[config.mk]
export PLATFORM = sky130hd
export DESIGN_NAME = activity_led_multi
export DESIGN_NICKNAME = d
export VERILOG_FILES = /design/src/rtl/activity_led_multi.sv
export SDC_FILE = /design/constraint.sdc
export NUM_CORES = 1
export LEC_CHECK = 0
export BUFFER_PORTS_ARGS = -buffer_cell sky130_fd_sc_hd__buf_2
export CORE_MARGIN = 10
export CORE_UTILIZATION = 55
export CTS_CLUSTER_SIZE = 20
export DETAILED_ROUTE_END_ITERATION = 8
export HOLD_SLACK_MARGIN = 0.03
export PLACE_DENSITY_LB_ADDON = 0.2
export RECOVER_POWER = 25
export SETUP_SLACK_MARGIN = 0.1
export SYNTH_ARGS = -nofsm -noshare
export SYNTH_HDL_FRONTEND = slang
export SYNTH_SLANG_ARGS = --single-unit
[constraint.sdc]
create_clock -name clk -period 3.1 [get_ports clk]
set_clock_uncertainty 0.2 [all_clocks]
set_input_delay 0.62 -clock clk [delete_from_list [all_inputs] [get_ports clk]]
set_output_delay 0.62 -clock clk [all_outputs]
set_load 0.01 [all_outputs]
[src/rtl/activity_led_multi.sv]
// rtl/activity_led_multi.sv - multi-channel activity LED burst driver
//
// Purpose: turns single-cycle activity pulses into bursts of N visible blinks
// per channel, with equal ON/OFF phases of HALF_PERIOD cycles. A trigger that
// arrives mid-burst is queued (last one wins); hold keeps a channel blinking.
//
// Ports:
//   clk          clock
//   rst_n        asynchronous active-low reset
//   trigger      [NUM_CH]            per-channel activity pulse
//   blink_count  [NUM_CH*BLINK_W]    blink count, channel i at [i*BLINK_W +: BLINK_W]
//   hold         [NUM_CH]            continuous blink request
//   led_out      [NUM_CH]            LED drive (polarity set by ACTIVE_HIGH)
//   busy         [NUM_CH]            channel is running a burst
module activity_led_multi #(
  parameter int NUM_CH      = 4,
  parameter int HALF_PERIOD = 12_500_000,
  parameter int CNT_WIDTH   = 24,
  parameter int BLINK_W     = 3,
  parameter int ACTIVE_HIGH = 1
) (
  input  logic                        clk,
  input  logic                        rst_n,
  input  logic [NUM_CH-1:0]           trigger,
  input  logic [NUM_CH*BLINK_W-1:0]   blink_count,
  input  logic [NUM_CH-1:0]           hold,
  output logic [NUM_CH-1:0]           led_out,
  output logic [NUM_CH-1:0]           busy
);

  typedef enum logic [1:0] {
    IDLE = 2'd0,
    ON   = 2'd1,
    OFF  = 2'd2
  } state_t;

  localparam logic [CNT_WIDTH-1:0] PHASE_LOAD = CNT_WIDTH'(HALF_PERIOD - 1);
  localparam logic                 LED_INVERT = (ACTIVE_HIGH == 0);
  localparam logic [BLINK_W-1:0]   ONE        = BLINK_W'(1);

  for (genvar i = 0; i < NUM_CH; i++) begin : g_ch
    state_t               state, state_nx;
    logic [CNT_WIDTH-1:0] phase, phase_nx;
    logic [BLINK_W-1:0]   remaining, remaining_nx;
    logic [BLINK_W-1:0]   pend_cnt, pend_cnt_nx;
    logic                 pending, pending_nx;
    logic [BLINK_W-1:0]   count;
    logic                 start;
    logic                 phase_end;

    assign count     = blink_count[i*BLINK_W +: BLINK_W];
    // A zero-count trigger carries no work and is treated as no trigger.
    assign start     = trigger[i] && (count != '0);
    assign phase_end = (phase == '0);

    always_ff @(posedge clk or negedge rst_n) begin
      if (!rst_n) begin
        state     <= IDLE;
        phase     <= '0;
        remaining <= '0;
        pending   <= 1'b0;
        pend_cnt  <= '0;
      end else begin
        state     <= state_nx;
        phase     <= phase_nx;
        remaining <= remaining_nx;
        pending   <= pending_nx;
        pend_cnt  <= pend_cnt_nx;
      end
    end

    always_comb begin
      state_nx     = state;
      phase_nx     = phase;
      remaining_nx = remaining;
      pending_nx   = pending;
      pend_cnt_nx  = pend_cnt;

      // Any running channel queues a new trigger; the restart branches
      // below override this when the trigger is consumed immediately.
      if (state != IDLE && start) begin
        pending_nx  = 1'b1;
        pend_cnt_nx = count;
      end

      case (state)
        IDLE: begin
          if (start) begin
            state_nx     = ON;
            phase_nx     = PHASE_LOAD;
            remaining_nx = count;
          end else if (hold[i]) begin
            state_nx     = ON;
            phase_nx     = PHASE_LOAD;
            remaining_nx = ONE;
          end
        end
        ON: begin
          if (phase_end) begin
            state_nx = OFF;
            phase_nx = PHASE_LOAD;
          end else begin
            phase_nx = phase - 1'b1;
          end
        end
        OFF: begin
          if (!phase_end) begin
            phase_nx = phase - 1'b1;
          end else if (hold[i]) begin
            state_nx = ON;
            phase_nx = PHASE_LOAD;
          end else if (remaining > ONE) begin
            state_nx     = ON;
            phase_nx     = PHASE_LOAD;
            remaining_nx = remaining - 1'b1;
          end else if (start) begin
            // Trigger on the last OFF cycle restarts directly, superseding
            // any older queued count.
            state_nx     = ON;
            phase_nx     = PHASE_LOAD;
            remaining_nx = count;
            pending_nx   = 1'b0;
          end else if (pending) begin
            state_nx     = ON;
            phase_nx     = PHASE_LOAD;
            remaining_nx = pend_cnt;
            pending_nx   = 1'b0;
          end else begin
            state_nx = IDLE;
          end
        end
        default: begin
          state_nx = IDLE;
          phase_nx = '0;
        end
      endcase
    end

    assign led_out[i] = (state == ON) ^ LED_INVERT;
    assign busy[i]    = (state != IDLE);
  end

endmodule

==> reports/results.md <==
| Step | Metric | This run |
| --- | --- | --- |
| critical path | Critical Path Max Stage Delay | 570 ps |
| clock tree | Number of H-tree branching levels | 4 |
| yosys | Syn Area/Cell | 8.48 um^2 |
| floorplanning | Area of the core | 15100 um^2 |
| hold path | Hold Path Class | in2reg |
| yosys | Adder-cell share of the synthesized area | 4.74% |
| critical path | Buffers plus inverters on the worst setup path | 1 |
| yosys | Fraction of registers with async set or reset after synthesis | 100% |
| yosys | Biggest area consumer among synthesized cells | sky130_fd_sc_hd__dfrtp_1 |
| timing | Worst Hold Slack | 267 ps |
| clock tree | Clk slew on worst S/H paths | 60 ps |
| global routing | Antenna violations before repair | 0 |
| routing | Wire per inst | 16.8 um |
| global routing | Total global-route track usage | 20.8% |
| yosys | Portion of synthesized cell area occupied by the leading cell type | 39.1% |
| routing | Routed via count divided by cell count | 6.29 |
| floorplanning | Horiz. Die Dim | 144 um |
| run status | Violated checks | max-capacitance violations, max-slew violations |
| yosys | Post-synthesis share of cell area spent on and, or, nand and nor gates | 21.2% |
| run status | Status | finished, violations left |
| clock tree | TritonCTS clock tree | yes |
| yosys | Share of the yosys chip area belonging to registers | 39.1% |
| place | Port bufs | 29 |
| critical path | CP delay by family, top | simple AND/OR/NAND/NOR gates |
| critical path | Critical Path Slowest Stage Cell | sky130_fd_sc_hd__or4_1 |
| timing | Transition time at the pin with the least slew margin | 1830 ps |
| pwr | Worst voltage drop across the vdd grid | 0.602 mV |
| timing | Final setup violation count | 0 |
| routing | Detail Route Antenna Nets | 0 |
| final layout | Synthesis-to-finish area growth | 15.2% |
| floorplanning | Site Rows | 45 |
| clock tree | Clock latency on the worst-skew pair | 420 ps |
| clock tree | CTS Sinks | 132 |
| clock tree | Total of hold buffers inserted after clock tree synthesis | 0 |
| clock tree | CTS Buf Count | 17 |
| hold path | Worst hold path stage count | 2 |
| global routing | Maximum number of pins on one net before global-route repair | 72 |
| clock tree | Maximum number of buffers from clock root to sink | 2 |
| routing | Drt pass-1 iters | 6 |
| critical path | Worst Reg2Reg Path Length in Cells | 7 |
| timing | Number of pins exceeding their max-slew limit in the final report | 71 |
| routing | Final wirelength | 21.1 mm |
| critical path | Element type at the critical path end | flip-flop |
| clock tree | Cell at the root of the clock tree | sky130_fd_sc_hd__clkbuf_16 |
| global routing | GR Overflow Total | 0 |
| hold path | HP Start | blink_count[10] |
| final layout | Antenna fix cells | 0 |
| yosys | Mux share of post-synthesis cell area | 2.24% |
| yosys | Xor and xnor area share after synthesis | 0.726% |
| yosys | Synthesized flop and latch total | 132 |
| routing | Number of DRC violations after detailed-routing iteration 0 | 760 |
| critical path | WP depth | 7 |
| critical path | Critical Path RT | 3250 ps |
| yosys | Syn. warnings | 0 |
| place | Final weighted congestion in routability-driven placement | 0.922 |
| job | Number of max-cap violations | 1 |
| timing | Highest attainable clock frequency | 343 MHz |
| yosys | EDFF count, synth | 0 |
| critical path | Setup crit start kind | flip-flop |
| timing | Setup repair after global routing missed its margin | no |
| timing | Max-slew headroom at the worst pin | -22.0% |
| yosys | Largest family of logic cells by synthesized area | compound AO/OA/AOI/OAI gates |
| floorplanning | DIE AREA | 20700 um^2 |
| critical path | Kind of critical path | reg2reg |
| yosys | Area of the mapped netlist | 8440 um^2 |
| final layout | Count of placed standard cells in the final layout, fillers left out | 1259 |
| critical path | Critical Path Source | g_ch[3].phase[4] |
| clock tree | Setup Buffers After CTS | 0 |
| place | # placed instances | 1227 |
| critical path | CP Max Fanout | 8 |
| timing | Minimum period implied by the final worst setup slack | 2920 ps |
| pwr | Ratio of total power to cell area | 699 nW/um^2 |
| timing | Portion of the clock cycle consumed by the worst path in the final layout | 94.1% |
| final layout | Layout cells sized above 1 | 14.7% |
| routing | DR DRC count | 0 |
| floorplanning | Die height | 144 um |
| yosys | Most frequent cells after synthesis | 132 x sky130_fd_sc_hd__dfrtp_1, 113 x sky130_fd_sc_hd__nor2_1, 89 x sky130_fd_sc_hd__a21oi_1, 83 x sky130_fd_sc_hd__nand2_1, 71 x sky130_fd_sc_hd__o21ai_0 |
| timing | Final number of hold-violating endpoints | 0 |
| global routing | Wire length of the first global-routing pass | 36.0 mm |
| floorplanning | Top-level I/O count | 30 |
| critical path | Crit path DAT | 3070 ps |
| place | Half-perimeter wire length after placement | 14.6 mm |
| yosys | Count of cell types in the netlist | 69 |
| yosys | Main synth FF type | sky130_fd_sc_hd__dfrtp_1 |
| routing | Via count of the routed design | 7918 |
| critical path | R2r startpoint | g_ch[3].phase[4] |
| global routing | Via count of the first global-routing pass | 7564 |
| timing | Sum of negative setup slack | 0 ps |
| yosys | Biggest area contributors in the synthesized netlist | sky130_fd_sc_hd__dfrtp_1 39%, sky130_fd_sc_hd__a21oi_1 5.3%, sky130_fd_sc_hd__nor2_1 5.0% |
| yosys | Post-Syn Instances | 996 |
| pwr | Static leakage | 0.00399 uW |
| final layout | Number of nets in the layout | 1112 |
| yosys | Synthesized-area fraction occupied by ao, oa, aoi and oai cells | 27.6% |
| floorplanning | Initial standard-cell utilization of the core | 55.8% |
| yosys | Post-Synthesis Net Count | 1050 |
| critical path | Cells traversed along the worst timing path | or4_1 > or4_4 > or2_4 > o31a_1 > buf_4 > nand2_1 > o32a_1 |
| final layout | Fillers | 1282 |
| yosys | Top-count cell post-synth | sky130_fd_sc_hd__dfrtp_1 |
==> final timing paths <==
kind | end | slack (ps)
hold / removal | g_ch[3].pend_cnt[1] | 270
setup / recovery | g_ch[3].phase[21] | 180
max in group asynchronous | g_ch[0].pend_cnt[0] | 1110
hold reg to reg | g_ch[0].pend_cnt[0] | 300
setup reg to reg | g_ch[3].phase[21] | 180
min in group asynchronous | g_ch[2].state[0] | 480
==> where the power goes <==
group	internal (uW)	switching, uW	total [uW]
Sequential	2080	342	2420
Combinational	1020	1300	2320
Clock	1280	781	2060
Total	4380	2420	6800
==> area by class of cell <==
cell class / instances / area (um^2) / share of cell area [%]
well taps: 188 / 235 / 2.42
flip-flops and latches: 132 / 3300 / 34.0
repair buffers: 87 / 618 / 6.35
clock buffers: 19 / 443 / 4.55
inverters: 43 / 161 / 1.66
clock inverters: 13 / 159 / 1.63
multi-input cells: 777 / 4810 / 49.4
==> sequential cells by signal, summed over array words and instances, names as in the netlist <==
signal          cells
g_ch.pend_cnt      12
g_ch.remaining     12
g_ch.pending        4
g_ch.phase         96
g_ch.state          8
==> timing repair <==
item / CTS / global route
resized for setup: 1 / 5
endpoints found under the hold margin: 0 / 0
setup endpoints to repair: 10 / 23
==> per-stage QoR <==
step / worst slack, ps / power [uW] / cell area, um^2 / util [%]
after floorplan: 149 / 4090 / 8440 / -
after global placement: 117 / 4660 / 9110 / 60.1
after detailed placement: 59.6 / 4730 / 9110 / 60.1
after CTS: 85.6 / 6830 / 9710 / 64.1
after global routing: 109 / 7250 / 9730 / 64.2
final: 183 / 6800 / 9730 / 64.2
==> placed cells by master (no fill, tap or decap), types with 28 or more instances in the layout <==
cell / Yosys / final
sky130_fd_sc_hd__a21oi_1: 89 / 89
sky130_fd_sc_hd__a31oi_1: 28 / 28
sky130_fd_sc_hd__buf_2: 6 / 28
sky130_fd_sc_hd__buf_4: 6 / 55
sky130_fd_sc_hd__dfrtp_1: 132 / 132
sky130_fd_sc_hd__ha_1: 32 / 32
sky130_fd_sc_hd__inv_1: 42 / 42
sky130_fd_sc_hd__nand2_1: 83 / 83
sky130_fd_sc_hd__nor2_1: 113 / 113
sky130_fd_sc_hd__nor3_1: 42 / 42
sky130_fd_sc_hd__o21ai_0: 71 / 71
sky130_fd_sc_hd__o22a_1: 28 / 28
==> routing by layer <==
metal,track usage [%],wire length [um],vias up
li1,-,-,3857
met1,27.4,9810,3796
met2,33.4,9970,232
met3,3.96,1050,33
met4,7.09,312,0
met5,0,0,-
==> cell families (layout without fill, tap and decap cells) <==
group,after synthesis,after routing
flops,132,132
buf+inv,87,162
xor+xnor,7,7
simple gates,368,368
mux,17,17
compound gates,353,353
fa+ha+maj,32,32
Note: power is estimated with default switching activity, not from simulation.
